`src/rtl/instr_mem_loader.sv`:
```
// Byte-stream program loader: takes a framed stream (count, big-endian words, XOR checksum),
// writes each word to instruction memory at consecutive word addresses and holds the CPU until done.
module instr_mem_loader (
    input  logic        clk,
    input  logic        reset,
    input  logic        load_start,
    input  logic        byte_valid,
    input  logic [7:0]  byte_data,
    output logic        byte_ready,
    output logic        mem_we,
    output logic [7:0]  mem_addr,
    output logic [31:0] mem_wdata,
    output logic        cpu_hold,
    output logic        load_done,
    output logic        load_error
);

    typedef enum logic [2:0] {
        S_IDLE, S_COUNT, S_DATA, S_WRITE, S_CHECK, S_DONE, S_ERROR
    } state_t;

    state_t      state_q, state_d;
    logic [6:0]  total_q, total_d;
    logic [6:0]  word_idx_q, word_idx_d;
    logic [1:0]  byte_idx_q, byte_idx_d;
    logic [7:0]  acc_q, acc_d;
    logic [7:0]  addr_q, addr_d;
    logic [31:0] wdata_q, wdata_d;
    logic        done_q, done_d;
    logic        accept;
    logic        restart;

    assign accept  = byte_valid && byte_ready;
    assign restart = load_start &&
                     (state_q == S_IDLE || state_q == S_DONE || state_q == S_ERROR);

    always_ff @(posedge clk or posedge reset) begin
        if (reset) begin
            state_q    <= S_IDLE;
            total_q    <= '0;
            word_idx_q <= '0;
            byte_idx_q <= '0;
            acc_q      <= '0;
            addr_q     <= '0;
            wdata_q    <= '0;
            done_q     <= 1'b0;
        end else begin
            state_q    <= state_d;
            total_q    <= total_d;
            word_idx_q <= word_idx_d;
            byte_idx_q <= byte_idx_d;
            acc_q      <= acc_d;
            addr_q     <= addr_d;
            wdata_q    <= wdata_d;
            done_q     <= done_d;
        end
    end

    always_comb begin
        state_d = state_q;
        unique case (state_q)
            S_IDLE, S_DONE, S_ERROR: if (load_start) state_d = S_COUNT;
            S_COUNT: begin
                if (accept) state_d = (byte_data > 8'd64) ? S_ERROR : S_DATA;
            end
            S_DATA: begin
                if (accept && byte_idx_q == 2'd3) state_d = S_WRITE;
            end
            S_WRITE: state_d = (word_idx_q + 7'd1 == total_q) ? S_CHECK : S_DATA;
            S_CHECK: begin
                if (accept) state_d = (byte_data == acc_q) ? S_DONE : S_ERROR;
            end
            default: state_d = S_IDLE;
        endcase
    end

    // Datapath: word assembly, running XOR checksum and write address capture
    always_comb begin
        total_d    = total_q;
        word_idx_d = word_idx_q;
        byte_idx_d = byte_idx_q;
        acc_d      = acc_q;
        addr_d     = addr_q;
        wdata_d    = wdata_q;
        done_d     = 1'b0;
        if (restart) begin
            word_idx_d = '0;
            byte_idx_d = '0;
            acc_d      = '0;
        end
        if (state_q == S_COUNT && accept) begin
            total_d = (byte_data == 8'd0) ? 7'd64 : byte_data[6:0];
            acc_d   = acc_q ^ byte_data;
        end
        if (state_q == S_DATA && accept) begin
            unique case (byte_idx_q)
                2'd0: wdata_d[31:24] = byte_data;
                2'd1: wdata_d[23:16] = byte_data;
                2'd2: wdata_d[15:8]  = byte_data;
                default: wdata_d[7:0] = byte_data;
            endcase
            byte_idx_d = byte_idx_q + 2'd1;
            acc_d      = acc_q ^ byte_data;
            if (byte_idx_q == 2'd3) addr_d = {word_idx_q[5:0], 2'b00};
        end
        if (state_q == S_WRITE) word_idx_d = word_idx_q + 7'd1;
        done_d = (state_q == S_CHECK) && accept && (byte_data == acc_q);
    end

    // Outputs are decodes of registered state, so the WRITE cycle never offers byte_ready
    always_comb begin
        byte_ready = (state_q == S_COUNT) || (state_q == S_DATA) || (state_q == S_CHECK);
        mem_we     = (state_q == S_WRITE);
        cpu_hold   = (state_q == S_COUNT) || (state_q == S_DATA) || (state_q == S_WRITE) ||
                     (state_q == S_CHECK) || (state_q == S_ERROR);
        load_error = (state_q == S_ERROR);
        load_done  = done_q;
        mem_addr   = addr_q;
        mem_wdata  = wdata_q;
    end

endmodule

```
`config.mk`:
```
export PLATFORM = sky130hd
export DESIGN_NAME = instr_mem_loader
export DESIGN_NICKNAME = d
export VERILOG_FILES = /design/src/rtl/instr_mem_loader.sv
export SDC_FILE = /design/constraint.sdc
export NUM_CORES = 1
export LEC_CHECK = 0
export BUFFER_PORTS_ARGS = -buffer_cell sky130_fd_sc_hd__clkbuf_2
export CAP_MARGIN = 15
export CORE_ASPECT_RATIO = 0.75
export CORE_MARGIN = 1.5
export CORE_UTILIZATION = 45
export CTS_CLUSTER_SIZE = 8
export DETAILED_ROUTE_END_ITERATION = 8
export HOLD_SLACK_MARGIN = 0.15
export PLACE_DENSITY_LB_ADDON = 0.2
export RECOVER_POWER = 50
export SLEW_MARGIN = 20
export SYNTH_ARGS = -nofsm -noshare
export SYNTH_HDL_FRONTEND = slang
export SYNTH_SLANG_ARGS = --single-unit
```
`constraint.sdc`:
```
create_clock -name clk -period 5.2 [get_ports clk]
set_input_delay 0 -clock clk [delete_from_list [all_inputs] [get_ports clk]]
set_output_delay 0 -clock clk [all_outputs]
set_load 0.05 [all_outputs]
```
==> results of run 1 <==
## area by class of cell
| class | count | area (sq um) |
|---|---|---|
| clock buffers | 10 | 128 |
| clock inverters | 6 | 90.1 |
| fillers | 620 | 3050 |
| inverters | 6 | 22.5 |
| multi-input cells | 190 | 1430 |
| flip-flops and latches | 66 | 1650 |
| well taps | 84 | 105 |
| repair buffers | 68 | 354 |
## per-layer routing
layer,wire (um),track usage [%],vias up
li1,-,-,1103
met1,3390,30.9,1137
met2,2940,26.6,71
met3,458,5.14,10
met4,102,7.04,0
met5,0,0,-
## power by group
group          internal (mW)  total [mW]  leakage, nW  switching, mW
logic                  0.381        1.31        0.742          0.925
clock network          0.272       0.477        0.107          0.205
registers              0.734       0.910        0.821          0.176
total                   1.39        2.69         1.67           1.31
## logic make-up after synthesis
family	Yosys count
XOR/XNOR	19
adder cells (fa/ha/maj)	5
AO/OA/AOI/OAI	59
AND/OR/NAND/NOR	59
other	1
flip-flops	66
multiplexers	46
buffers and inverters	28
## worst paths after layout
path                            start           end  slack (ns)
max reg2reg                state_q[2]      acc_q[6]        2.99
min reg2reg                  acc_q[4]      acc_q[4]        0.50
min                             reset  mem_wdata[2]        0.43
max                        state_q[2]      acc_q[6]        2.99
min in group clk             acc_q[4]      acc_q[4]        0.50
max in group asynchronous       reset   mem_addr[5]        4.22
## flip-flops by register name (all words and copies together) (netlist names)
name / cells
mem_wdata: 32
total_q: 7
state_q: 3
mem_addr: 6
acc_q: 8
byte_idx_q: 2
load_done: 1
word_idx_q: 7
## worst reg2reg max path, delay by kind of cell (launching register included)
family | cells | cell delay [ns]
compound gates | 3 | 0.70
buf+inv | 1 | 0.23
flops | 1 | 0.72
simple gates | 2 | 0.48
## cell usage in the layout, fill, tap and decap left out, drive strengths merged, types with 3 or more instances in the layout
master / instances
o21ai: 38
clkbuf: 64
mux2: 45
ha: 5
a211oi: 3
o31ai: 3
nand3: 5
xnor2: 6
a21oi: 4
inv: 7
dfrtp: 66
dlygate4sd3: 11
nor2: 13
xor2: 13
and3: 3
nand2: 18
nor2b: 4
buf: 3
==> results.md, run 1 <==
- Setup WS post-layout: 2.99 ns
- Seq/Total Area, Yosys: 51.6%
- Root Driver: clkbuf_8
- RSZ-0062 raised after global routing: false
- Drt drc: 0
- Req. time, crit path: 5.47 ns
- Clock Sinks: 66
- PD cells: 712 mW/mm^2
- Maximum clock rate: 452 MHz
- Hold Crit Class: in -> async
- CTS tree: done
- Worst-path cell chain: nor4bb_2 > buf_4 > nor2_2 > a21boi_2 > o21ai_0 > o21ai_0
- Worst path bufs/invs: 1
- CTS clk-pin slew, worst paths: 0.07 ns
- N_diodes: 0
- Hold Vio Cnt, Final: 0
- Vias: 2,321
- Die height: 76.0 um
- Chip width: 100 um
- Compound-gate portion of the synthesized area: 10.9%
- Synth unique cells: 44
- Top cells by count, synth: dfrtp_1 (66), mux2_2 (44), o21ai_0 (38)
- Slew Limit Fails: 0
- Levels on crit path: 6
- Placed cell area: 0.00350 sq mm
- Area contributors post-synth: dfrtp_1 (52%), mux2_2 (15%), o21ai_0 (5.9%), xor2_1 (3.6%), nand2_1 (2.1%)
- Fin crit share: 42.5%
- Cells after synthesis: 283
- Cells after DPL: 403
- Syn avg cell area: 11.3 sq um
- Area grow syn2layout: 18.2%
- CP peak stage delay: 0.72 ns
- Largest family of logic cells by synthesized area: multiplexers
- Yosys top cell area share: 51.6%
- R2R depth: 6
- Initial antenna violation count: 0
- Startpoint Class: flop
- Starting Density: 46.8%
- Worst Tran Pin Value: 0.831 ns
- Post-synth ARST share: 100%
- Most common cell on crit path: o21ai_0
- Status: completed
- Iter 0 DRT Violations: 129
- I/O Pins: 57
- Postcts setup bufs: 0
- Final Util: 55.4%
- Mux contribution to synthesized area: 16.3%
- Setup violators final: 0
- CTS buffer count: 9
- Final ANT Viol Nets: 0
- EDFF count, synth: 0
- Nets: 358
- Wire length per cell: 16.0 um
- Remaining Overflow, GRT: 0
- Synthesized flop and latch total: 66
- Cell accounting for the most synthesized area: dfrtp_1
- Setup slack at placement: 3.01 ns
- Largest net degree at the start of global routing: 67
- Tightest hold margin: 0.434 ns
- Gr usage total: 19.9%
- CP max FO: 18
- First-pass GRT wire length: 11.6 mm
- Cell area after synthesis: 0.00320 sq mm
- Primary FF master, synth: dfrtp_1
- Core area: 0.00683 sq mm
- I/O Buffers: 54
- Adder-cell area share of the yosys netlist: 1.96%
- CP delay by family, top: flip-flops
- Slew Limit Headroom: 44.6%
- Vias/cell: 5.40
- Vias in the first global route: 2,199
- Most common cell in the synthesized netlist: dfrtp_1
- Core Rows: 26
- Critical path class: reg -> reg
- Total power: 2.69 mW
- Fin Setup TNS: 0 ns
- Max Cap Viol: 0
- Min Tclk post-route: 2.21 ns
- Worst Skew: 0.0107 ns
- Die area: 0.00763 sq mm
- Skew-Pair Late Insertion Delay: 0.35 ns
- Area share of and/or/nand/nor cells after synthesis: 9.82%
- VDD IR max: 298 uV
- Crit path max-delay cell type: dfrtp_1
- Final instance area: 0.00378 sq mm
- DR pass1 iterations: 4
- Layout cells sized above 1: 24.6%
- Overall routed net length: 6.89 mm
- # hold bufs at CTS: 11
- Worst setup EP type: flop
- Routability Congestion: 0.800
- Xor/xnor cell area share of the yosys netlist: 5.20%
- Max clock buf depth: 2
- Post-cts sizing count: 0
- Non-Filler Instances: 430
- H-tree Lvls: 3
- Leak: 1.67 nW
- DP HPWL: 4.56 mm
- Synth warn: 0
- Worst EP arrival: 2.48 ns
Power figures use the tool's default switching activity.
==> run 2, diff against run 1 <==
clock period = 1.92 ns   (was 5.2 ns; I/O delays follow)
==> run 2 against run 1 <==
Effect of this change:
- via count up 3.2%
- clock-buffer cell count unchanged
- fmax up 19%
- core utilization up 2.6 points
- sequential cell count unchanged
- global-route usage up 0.14 points
- routed wire length up 5.3%
- combinational power rose to 3.0 times the previous value
- power rose to 2.8 times the previous value
- final cell count up 4.2%
==> results.md, run 2 (synthesis results as in run 1) <==
- Status: completed
- Setup WS post-layout: 0.0587 ns (-2.93 ns)
- H-tree Lvls: 3 (unchanged)
- Slew Limit Headroom: 45.9% (+1.3 points)
- Die area: 0.00763 sq mm (unchanged)
- Nets: 376 (+5.0%)
- Drt drc: 0 (unchanged)
- Iter 0 DRT Violations: 91 (-29%)
- Comb power frac: 52.3% (+3.8 points)
- Maximum clock rate: 537 MHz (+19%)
- DP HPWL: 5.05 mm (+11%)
- Die height: 76.0 um (unchanged)
- Gr usage total: 20.1% (+0.14 points)
- Worst-path cell chain: nor4bb_2 > buf_4 > nand2_1 > mux2_2
- Core area: 0.00683 sq mm (unchanged)
- Net Sw Frac: 48.1% (-0.42 points)
- VDD IR max: 887 uV (+200%)
- Remaining Overflow, GRT: 0 (unchanged)
- Max clock buf depth: 2 (unchanged)
- I/O Buffers: 54 (unchanged)
- Leak: 1.84 nW (+10%)
- R2R Path Start: state_q[1]
- Skew-Pair Late Insertion Delay: 0.35 ns (about the same)
- Clk network pwr share: 15.9% (-1.8 points)
- Starting Density: 46.8% (unchanged)
- I/O Pins: 57 (unchanged)
- Fin crit share: 96.9% (+54 points)
- Worst Tran Pin Value: 0.811 ns (-0.0200 ns)
- DR pass1 iterations: 4 (unchanged)
- Clock Sinks: 66 (unchanged)
- CP peak stage delay: 0.47 ns (-0.25 ns)
- Final ANT Viol Nets: 0 (unchanged)
- Root Driver: clkbuf_8
- Sequential fraction of design power: 31.9% (-1.9 points)
- Req. time, crit path: 2.15 ns (-3.32 ns)
- CTS buffer count: 9 (unchanged)
- Area grow syn2layout: 23.8%
- Hold Crit Class: in -> reg
- Levels on crit path: 4 (-2)
- CP delay by family, top: simple AND/OR/NAND/NOR gates
- Worst path bufs/invs: 1 (unchanged)
- R2R depth: 4 (-2)
- Slew Limit Fails: 0 (unchanged)
- Sw power: 3.62 mW (+180%)
- Chip width: 100 um (unchanged)
- Most common cell after layout, fill and taps aside: dfrtp_1
- Setup slack at placement: 0.00445 ns (-3.00 ns)
- Largest net degree at the start of global routing: 34 (-49%)
- CTS tree: done
- Worst setup path startpoint: state_q[1]
- Core Rows: 26 (unchanged)
- Setup violators final: 0 (unchanged)
- Fin Setup TNS: 0 ns (unchanged)
- Initial antenna violation count: 0 (unchanged)
- Routability Congestion: 0.869 (+8.6%)
- CTS clk-pin slew, worst paths: 0.07 ns (about the same)
- Layout cells sized above 1: 37.9% (+13 points)
- RSZ-0062 raised after global routing: true
- Max reg flops: 32 (unchanged)
- Most frequent cells in the layout: dfrtp_1 (65), mux2_2 (44), clkbuf_2 (42)
- PD cells: 1900 mW/mm^2 (+170%)
- Worst setup EP type: flop
- Crit path max-delay cell type: dfrtp_1
- CP max FO: 17 (-1)
- Vias in the first global route: 2,246 (+2.1%)
- RR Endpoint: mem_wdata[29]
- Min Tclk post-route: 1.86 ns (-0.349 ns)
- Vias: 2,395 (+3.2%)
- Vias/cell: 5.35 (-0.96%)
- P_int: 3.90 mW (+180%)
- Final Util: 58.0% (+2.6 points)
- Startpoint Class: flop
- First-pass GRT wire length: 11.7 mm (+0.71%)
- Overall routed net length: 7.26 mm (+5.3%)
- Wire length per cell: 16.2 um (+1.1%)
- Worst Skew: 0.0108 ns (+0.0000930 ns)
- Max Cap Viol: 0 (unchanged)
- Critical path class: reg -> reg
- Worst EP arrival: 2.09 ns (-0.39 ns)
- Worst Setup EP: mem_wdata[29]
- N_diodes: 0 (unchanged)
- Hold Vio Cnt, Final: 0 (unchanged)
- Flop-to-flop setup slack: 0.06 ns (-2.93 ns)
-- run 2: per-layer routing --
layer	track usage, %	wire, um
met5	0	0
met4	5.77	109
met3	6.06	438
met2	27.1	3170
met1	30.8	3540
-- run 2: repair_timing --
item	in CTS	in global routing
hold buffers	10	0
setup endpoints to repair	2	40
endpoints found under the hold margin	114	0
buffers inserted	0	0
pin swaps	0	1
resized for setup	1	8
-- run 2: cell type report --
type | instances | area, sq um
fillers | 594 | 2870
multi-input cells | 190 | 1460
well taps | 84 | 105
clock buffers | 10 | 138
repair buffers | 86 | 518
inverters | 6 | 22.5
clock inverters | 6 | 65.1
flip-flops and latches | 66 | 1650
-- run 2: worst min-delay path by stage --
| stage | from | to | cells after the start |
|---|---|---|---|
| after detailed placement | reset | mem_wdata[7] | 2 |
| after global placement | reset | mem_wdata[2] | 2 |
| final | byte_valid | state_q[0] | 4 |
| after floorplan | load_start | byte_idx_q[0] | 3 |
| after global routing | byte_valid | load_done | 3 |
| after CTS | byte_valid | state_q[0] | 4 |
-- run 2: metrics by stage --
step | instance area [sq um] | cells | hold slack, ns | power [mW]
floorplan | 3200 | 284 | 0.209 | 5.30
global placement | 3660 | 422 | 0.0255 | 6.20
detailed placement | 3660 | 422 | 0.0311 | 6.29
CTS | 3970 | 448 | 0.172 | 7.52
global route | 3960 | 448 | 0.195 | 7.96
finish | 3960 | 448 | 0.175 | 7.52
-- run 2: worst reg2reg max path, stage by stage (launching register included) --
cell and delay [ns]:
dfrtp_1 0.47, nor4bb_2 0.34, buf_4 0.26, nand2_1 0.30
mux2_2 0.38
-- run 2: power by group through the flow --
stage	clock, mW	combinational, mW	sequential, mW
floorplan	0	1.63	3.68
global placement	0	3.81	2.39
detailed placement	0	3.87	2.41
CTS	1.22	3.92	2.39
global route	1.28	4.21	2.47
finish	1.19	3.93	2.40
==> run 3, diff against run 2 <==
clock period = 2.1 ns   (was 1.92 ns; I/O delays follow)
==> run 3 against run 2 <==
Effect of this change:
- core utilization shrank 1.0 points
- sequential power shrank 9.6%
- setup slack gained 0.21 ns
- sequential share of layout area grew 0.73 points
- register-to-register slack gained 0.21 ns
- highest routed layer unchanged
- critical path type unchanged
- fmax grew 1.4%
- clock power grew 8%
==> results.md, run 3 (synthesis results as in run 1) <==
- Remaining Overflow, GRT: 0 (unchanged)
- Worst-path cell chain: ha_1 > and4_1 > a211oi_1 > o211ai_1 > nor4b_2 > o31ai_1
- Sw power: 3.24 mW (-10%)
- Worst path bufs/invs: 0 (-1)
- CTS tree: done
- I/O Buffers: 54 (unchanged)
- Area grow syn2layout: 21.5%
- Net Sw Frac: 47.1% (-0.97 points)
- Clk network pwr share: 18.8% (+2.9 points)
- Hold Vio Cnt, Final: 0 (unchanged)
- CTS buffer count: 9 (unchanged)
- Initial antenna violation count: 0 (unchanged)
- Starting Density: 46.8% (unchanged)
- Setup violators final: 0 (unchanged)
- Max reg flops: 32 (unchanged)
- Layout cells sized above 1: 27.0% (-11 points)
- Chip width: 100 um (unchanged)
- Most frequent cells in the layout: dfrtp_1 (66), mux2_2 (44), clkbuf_1 (40)
- Final instance area: 0.00389 sq mm (-1.8%)
- Vias in the first global route: 2,231 (-0.67%)
- Max clock buf depth: 2 (unchanged)
- Nets: 367 (-2.4%)
- Slew Limit Headroom: 59.5% (+14 points)
- Sequential fraction of design power: 31.5% (-0.4 points)
- CP max FO: 5 (-12)
- CP delay by family, top: simple AND/OR/NAND/NOR gates
- Critical path class: reg -> reg
- Maximum clock rate: 545 MHz (+1.4%)
- Final ANT Viol Nets: 0 (unchanged)
- First-pass GRT wire length: 11.3 mm (-3.5%)
- Wire length per cell: 15.7 um (-3.0%)
- Hold Crit Class: in -> reg
- Slew Limit Fails: 0 (unchanged)
- Leak: 1.73 nW (-6.0%)
- Setup WS post-layout: 0.264 ns (+0.205 ns)
- Req. time, crit path: 2.32 ns (+0.17 ns)
- Root Driver: clkbuf_8
- Tightest hold margin: 0.177 ns (+0.00204 ns)
- DR pass1 iterations: 4 (unchanged)
- Clock Sinks: 66 (unchanged)
- Fin Setup TNS: 0 ns (unchanged)
- Worst setup EP type: flop
- Core area: 0.00683 sq mm (unchanged)
- VDD IR max: 775 uV (-13%)
- RSZ-0062 raised after global routing: false
- Fin crit share: 87.4% (-9.5 points)
- Max Cap Viol: 0 (unchanged)
- Iter 0 DRT Violations: 123 (+35%)
- Status: completed
- Core Rows: 26 (unchanged)
- Vias: 2,363 (-1.3%)
- Min Tclk post-route: 1.84 ns (-0.0251 ns)
- I/O Pins: 57 (unchanged)
- Die height: 76.0 um (unchanged)
- P_int: 3.64 mW (-6.7%)
- CTS clk-pin slew, worst paths: 0.07 ns (about the same)
- CP peak stage delay: 0.43 ns (-0.04 ns)
- Worst Tran Pin Value: 0.607 ns (-0.204 ns)
- Routability Congestion: 0.860 (-1.0%)
- PD cells: 1770 mW/mm^2 (-6.8%)
- DP HPWL: 4.78 mm (-5.3%)
- N_diodes: 0 (unchanged)
- Placed cell area: 0.00359 sq mm (-1.8%)
- Worst EP arrival: 2.06 ns (-0.03 ns)
- Gr usage total: 19.2% (-0.91 points)
- Startpoint Class: flop
- Most common cell after layout, fill and taps aside: dfrtp_1
- Vias/cell: 5.38 (+0.69%)
- Largest net degree at the start of global routing: 54 (+59%)
- H-tree Lvls: 3 (unchanged)
- Setup slack at placement: 0.165 ns (+0.161 ns)
- Worst Skew: 0.00907 ns (-0.00175 ns)
- Overall routed net length: 6.89 mm (-5.0%)
- Drt drc: 0 (unchanged)
- Comb power frac: 49.7% (-2.6 points)
- Crit path max-delay cell type: dfrtp_1
- Die area: 0.00763 sq mm (unchanged)
- Postcts setup bufs: 0 (unchanged)
- Skew-Pair Late Insertion Delay: 0.35 ns (about the same)
## run 3: metrics by stage
stage | std cells | power (mW) | util (%)
after floorplan | 284 | 4.85 | -
after global placement | 413 | 5.61 | 52.6
after detailed placement | 413 | 5.68 | 52.6
after CTS | 439 | 7.00 | 57.5
after global routing | 439 | 7.28 | 56.9
final | 439 | 6.88 | 56.9
## run 3: metal layers
layer / GRT usage [%] / routed length [um] / up-vias
met5: 0 / 0 / -
met1: 28.8 / 3510 / 1156
met2: 27.1 / 2980 / 69
li1: - / - / 1131
met4: 5.49 / 63 / 0
met3: 5.14 / 339 / 7
## run 3: tightest hold or removal path: stages
cell,delay [ns]
clkbuf_2,0.13
nor2b_1,0.13
o21ai_0,0.10
o21a_1,0.12
## run 3: final timing paths
check / startpoint / endpoint / slack (ns) / depth (start not counted)
setup / recovery: word_idx_q[1] / state_q[1] / 0.26 / 6
hold / removal: byte_valid / state_q[0] / 0.18 / 4
setup reg to reg: word_idx_q[1] / state_q[1] / 0.26 / 6
hold reg to reg: mem_wdata[10] / mem_wdata[10] / 0.51 / 1
max in group asynchronous: reset / byte_idx_q[0] / 0.60 / 5
min in group asynchronous: reset / mem_addr[3] / 0.81 / 4
## run 3: area by class of cell
class | count | area (sq um)
well taps | 84 | 105
clock inverters | 6 | 113
multi-input cells | 190 | 1440
flip-flops and latches | 66 | 1650
repair buffers | 77 | 432
fillers | 599 | 2940
inverters | 6 | 22.5
clock buffers | 10 | 128
## run 3: power by group through the flow
stage | clock network, mW | logic [mW] | registers [mW]
2_1_floorplan | 0 | 1.49 | 3.36
3_3_place_gp | 0 | 3.44 | 2.17
3_5_place_dp | 0 | 3.48 | 2.20
4_1_cts | 1.32 | 3.51 | 2.18
5_1_grt | 1.37 | 3.67 | 2.25
6_report | 1.29 | 3.42 | 2.17
## run 3: what timing repair did
item                                    CTS  global route
hold buffers                             10             0
gates resized for setup                   0             1
endpoints found under the setup margin    0             2
endpoints found under the hold margin   113             0
